[src/rtl/uart_tx_frame.sv]
// UART transmitter with configurable data width, parity and stop bits.
// A one-entry holding register lets consecutive frames leave with no idle gap.
module uart_tx_frame #(
    parameter int clk_hz      = 50_000_000,
    parameter int baud_rate   = 115_200,
    parameter int data_bits   = 8,
    parameter int parity_mode = 0,
    parameter int stop_bits   = 1
) (
    input  logic                 clk,
    input  logic                 rst,
    input  logic                 tx_valid,
    input  logic [data_bits-1:0] tx_data,
    output logic                 tx_ready,
    output logic                 txd,
    output logic                 tx_busy
);

    localparam int clks_per_bit = clk_hz / baud_rate;
    localparam int tmr_w = ($clog2(clks_per_bit) > 1) ? $clog2(clks_per_bit) : 1;
    localparam int idx_w = $clog2((data_bits > stop_bits) ? data_bits : stop_bits);
    localparam logic [tmr_w-1:0] tmr_last  = tmr_w'(clks_per_bit - 1);
    localparam logic [idx_w-1:0] data_last = idx_w'(data_bits - 1);
    localparam logic [idx_w-1:0] stop_last = idx_w'(stop_bits - 1);

    if (clks_per_bit < 2) begin : g_bad_rate
        $error("uart_tx_frame: clk_hz / baud_rate must be at least 2");
    end
    if (data_bits < 5 || data_bits > 9) begin : g_bad_width
        $error("uart_tx_frame: data_bits must be in 5..9");
    end
    if (parity_mode < 0 || parity_mode > 2) begin : g_bad_parity
        $error("uart_tx_frame: parity_mode must be 0, 1 or 2");
    end
    if (stop_bits < 1 || stop_bits > 2) begin : g_bad_stop
        $error("uart_tx_frame: stop_bits must be 1 or 2");
    end

    typedef enum logic [2:0] {IDLE, START, DATA, PARITY, STOP} state_t;

    state_t                 state;
    logic [tmr_w-1:0]       timer;
    logic [idx_w-1:0]       bit_idx;
    logic [data_bits-1:0]   shift;
    logic [data_bits-1:0]   hold_data;
    logic                   hold_full;
    logic                   parity_bit;
    logic                   accept;
    logic                   bit_done;

    function automatic logic parity_of(input logic [data_bits-1:0] w);
        return (parity_mode == 1) ? ~^w : ^w;
    endfunction

    // NOTE: tx_ready is a pure register decode, so accept never forms a loop with tx_valid.
    assign tx_ready = !hold_full;
    assign accept   = tx_valid && !hold_full;
    assign bit_done = (timer == tmr_last);

    // NOTE: every register here uses <= so all branches see the pre-edge values consistently.
    always_ff @(posedge clk) begin
        if (rst) begin
            state      <= IDLE;
            timer      <= '0;
            bit_idx    <= '0;
            shift      <= '0;
            hold_data  <= '0;
            hold_full  <= 1'b0;
            parity_bit <= 1'b0;
            txd        <= 1'b1;
            tx_busy    <= 1'b0;
        end else begin
            if (state != IDLE) begin
                timer <= bit_done ? '0 : timer + 1'b1;
            end

            case (state)
                IDLE: begin
                    timer   <= '0;
                    bit_idx <= '0;
                    if (accept) begin
                        shift      <= tx_data;
                        parity_bit <= parity_of(tx_data);
                        state      <= START;
                        txd        <= 1'b0;
                        tx_busy    <= 1'b1;
                    end
                end
                START: begin
                    if (bit_done) begin
                        state <= DATA;
                        txd   <= shift[0];
                    end
                end
                DATA: begin
                    if (bit_done) begin
                        if (bit_idx == data_last) begin
                            bit_idx <= '0;
                            if (parity_mode != 0) begin
                                state <= PARITY;
                                txd   <= parity_bit;
                            end else begin
                                state <= STOP;
                                txd   <= 1'b1;
                            end
                        end else begin
                            bit_idx <= bit_idx + 1'b1;
                            shift   <= shift >> 1;
                            txd     <= shift[1];
                        end
                    end
                end
                PARITY: begin
                    if (bit_done) begin
                        state <= STOP;
                        txd   <= 1'b1;
                    end
                end
                STOP: begin
                    if (bit_done) begin
                        if (bit_idx == stop_last) begin
                            bit_idx <= '0;
                            if (hold_full) begin
                                // Chain straight into the next start bit.
                                shift      <= hold_data;
                                parity_bit <= parity_of(hold_data);
                                hold_full  <= 1'b0;
                                state      <= START;
                                txd        <= 1'b0;
                            end else begin
                                state   <= IDLE;
                                tx_busy <= 1'b0;
                            end
                        end else begin
                            bit_idx <= bit_idx + 1'b1;
                        end
                    end
                end
                default: begin
                    state   <= IDLE;
                    txd     <= 1'b1;
                    tx_busy <= 1'b0;
                end
            endcase

            // Placed last so a word accepted on a transfer edge still lands in holding.
            if (accept && state != IDLE) begin
                hold_data <= tx_data;
                hold_full <= 1'b1;
            end
        end
    end

endmodule

[config.mk]
export PLATFORM = sky130hd
export DESIGN_NAME = uart_tx_frame
export DESIGN_NICKNAME = d
export VERILOG_FILES = /design/src/rtl/uart_tx_frame.sv
export SDC_FILE = /design/constraint.sdc
export NUM_CORES = 1
export LEC_CHECK = 0
export ABC_CLOCK_PERIOD_IN_PS = 4900
export BUFFER_PORTS_ARGS = -buffer_cell sky130_fd_sc_hd__buf_4
export CAP_MARGIN = 20
export CORE_AREA = 3 3 72 74
export CTS_CLUSTER_DIAMETER = 50
export CTS_CLUSTER_SIZE = 8
export DETAILED_ROUTE_END_ITERATION = 8
export DIE_AREA = 0 0 75 77
export PLACE_DENSITY = 0.54
export SLEW_MARGIN = 20
export SYNTH_ARGS = -nofsm -noshare
export SYNTH_HDL_FRONTEND = slang
export SYNTH_SLANG_ARGS = --single-unit
[constraint.sdc]
create_clock -name clk -period 4.9 [get_ports clk]
set_clock_uncertainty 0.2 [all_clocks]
set_input_delay 0.245 -clock clk [delete_from_list [all_inputs] [get_ports clk]]
set_output_delay 0.245 -clock clk [all_outputs]
set_load 0.02 [all_outputs]
==> results.json <==
{
  "hp-class": "in -> reg",
  "yosys.area_share.xor_xnor": 0.0287,
  "comb_power_share": 0.297,
  "relSlewSlack": 0.497,
  "cts_tree": "built",
  "port_buffers": 13,
  "finalCritPeriodShare": 0.528,
  "wl_met1_microns": 2150,
  "dpl.hpwl_microns": 2830,
  "cp.required_ns": 4.92,
  "dr.pass1.iters": 4,
  "whs_ns": 0.0238,
  "start_util": 0.392,
  "die_x_microns": 75,
  "final_cell_mix": "34 x dfxtp_1, 26 x nor2_1, 14 x o21ai_0",
  "rrSetupSlack_ns": 2.31,
  "grt_pass1_wl_microns": 7360,
  "cp_slowest_stage_delay_ns": 0.54,
  "fp-row-count": 25,
  "slew_violations": 0,
  "diodes": 0,
  "cts_setup_buffers": 0,
  "synth_edf_count": 0,
  "status": "finished clean",
  "wire_per_inst_microns": 15.5,
  "reg2reg_to": "bit_idx[2]",
  "worst_pin_slew_ns": 0.753,
  "cts-root-buf": "clkbuf_8",
  "synth-warning-count": 0,
  "reg2reg_from": "state[1]",
  "p_clk_frac": 0.253,
  "avgSynthCellArea_sq_um": 8.43,
  "dieArea_sq_um": 5780,
  "drive_above_1_share": 0.0987,
  "drtIter0Drc": 126,
  "highest_layer": "met4",
  "synth-simple-area-share": 0.215,
  "drc": 0,
  "route.met2.wl_microns": 1860,
  "rsz0062_at_grt": "no",
  "switchingPower_w": 0.000278,
  "grtUsageTotal": 0.162,
  "setup.worst_path.end_class": "flop",
  "cts-htree-levels": 2,
  "hold_violations": 0,
  "cts_buffers": 5,
  "worst-path-buf-inv": 1,
  "core-area_sq_um": 4660,
  "p_per_area_nw_per_um2": 384,
  "cts_buffer_depth": 2,
  "switching_share": 0.358,
  "synth_top_area_cell": "dfxtp_1",
  "synth.area.mux_share": 0.0547,
  "r2r_cells": 5,
  "grt_overflow_total": 0,
  "wl_met3_microns": 226,
  "ir_drop_mv": 0.173,
  "cts.clk_slew.worst_paths_ns": 0.07,
  "boundaryPins": 14,
  "fin_setup_tns_ns": 0,
  "min_period_ns": 2.59,
  "cp_cell_sequence": "inv_1, a31oi_1, a211o_1, or4b_1, a21oi_1",
  "synth_compound_area_frac": 0.251,
  "ys_seq_area_frac": 0.372,
  "synth_nets": 233,
  "clkLatencyLatePin_ns": 0.29,
  "worst-setup-path-type": "reg -> reg",
  "synth_top_area_frac": 0.372,
  "place_inst": 270,
  "vias": 1592,
  "placed_area_sq_um": 1940,
  "min-delay-start": "tx_data[6]",
  "hold_buffers": 0,
  "min_path_cells": 3,
  "cp_max_fo": 22,
  "fillers": 480,
  "routed_wirelength_microns": 4290,
  "avgViaCountPerCell": 5.75,
  "synthAdderAreaFrac": 0.0342,
  "synth_top_family_by_area": "compound AO/OA/AOI/OAI gates",
  "postCtsResizedCells": 0,
  "p_int_w": 0.000499,
  "setup_ws_ns": 2.31,
  "cpMaxStageDelayCell": "a211o_1",
  "worstPathArrival_ns": 2.60,
  "post-route-cell-area_sq_um": 2020,
  "gp_congestion": 0.813,
  "synth-seq-cells": 34,
  "syn2layout_area_growth_pct": 10.6,
  "postRouteAntennaNets": 0,
  "setup_viol": 0,
  "sequentialPowerShare": 0.449,
  "ys.flop_type": "dfxtp_1",
  "synth_area_sq_um": 1830,
  "yosys.cell_types.count": 45,
  "netlist_instances": 217,
  "cts_sinks": 34,
  "min_to": "hold_data[6]",
  "die_y_microns": 77,
  "cp-start-kind": "flop",
  "fmax_mhz": 387,
  "grt_start_max_net_pins": 35,
  "antenna_found_initial": 0,
  "dp_worst_setup_slack_ns": 2.18,
  "final_common_cell": "dfxtp_1",
  "fin_cells": 277,
  "grt_pass1_vias": 1490,
  "synth_area_leaders": "dfxtp_1 37%, mux2i_1 5.5%, nor2_1 5.3%, o21ai_0 3.8%, o221ai_1 3.8%",
  "synthArstFlopShare": 0,
  "crit_family": "compound AO/OA/AOI/OAI gates",
  "drv_cap": 0,
  "finalNetCount": 239,
  "p_leak_nw": 0.718
}
==> power groups by stage <==
stage | Sequential [W] | Combinational (W) | Clock, W
after global placement | 0.000354 | 0.000227 | 0
after CTS | 0.000348 | 0.000231 | 0.000203
after global routing | 0.000354 | 0.000257 | 0.000215
after detailed placement | 0.000353 | 0.000230 | 0
final | 0.000349 | 0.000231 | 0.000197
after floorplan | 0.000338 | 0.000183 | 0
==> routing by layer <==
| metal | vias to the layer above | global-route usage |
|---|---|---|
| met1 | 726 | 0.242 |
| met4 | 0 | 0.0552 |
| met3 | 5 | 0.0459 |
| li1 | 818 | - |
| met2 | 43 | 0.219 |
| met5 | - | 0 |
==> worst max path at each step <==
stage	from	endpoint	slack, ns	cells after the start
6_report	state[1]	bit_idx[2]	2.31	5
4_1_cts	state[1]	shift[7]	2.16	5
5_1_grt	state[2]	shift[2]	2.04	5
3_5_place_dp	state[1]	shift[2]	2.18	5
2_1_floorplan	timer[0]	bit_idx[2]	2.87	6
3_3_place_gp	state[1]	shift[2]	2.32	5
==> per-stage QoR <==
step / total power (W) / util
floorplan: 0.000521 / -
global placement: 0.000581 / 0.416
detailed placement: 0.000584 / 0.416
CTS: 0.000782 / 0.433
global route: 0.000826 / 0.434
finish: 0.000776 / 0.434
==> Yosys cell counts, types with 2 or more instances <==
cell type	count
nor3_1	3
o21ai_0	14
o22a_1	2
ha_1	5
xor2_1	5
nand3b_1	3
nand4_1	2
dfxtp_1	34
nand3_1	4
o221ai_1	8
nor2_1	26
or3_1	7
nand2_1	12
clkbuf_1	11
inv_1	6
nor2b_1	9
o211ai_1	5
o2bb2ai_1	5
mux2i_1	10
o22ai_1	2
a22oi_1	2
buf_1	2
o41ai_1	7
a31oi_1	4
a21oi_1	9
==> layout make-up <==
type,instances,area [sq um],area share
inverter,7,26.3,0.0130
timing repair buffer,13,97.6,0.0482
multi-input combinational,162,1070,0.531
clock buffer,7,76.3,0.0377
sequential,34,681,0.336
tap,54,67.6,0.0334
==> registers in the layout, summed over array words and instances (netlist names) <==
signal,count
timer,9
state,3
shift,8
hold_full,1
bit_idx,3
txd,1
tx_busy,1
hold_data,8
==> logic make-up after synthesis <==
kind of cell,Yosys count
simple gates,76
fa+ha+maj,5
xor+xnor,6
compound gates,65
mux,10
flops,34
buf+inv,21
==> worst min-delay path, delay by kind of cell <==
kind	cells	cell delay, ns
buf+inv	1	0.10
mux	1	0.06
simple gates	1	0.07
(Power assumes the default switching activity.)
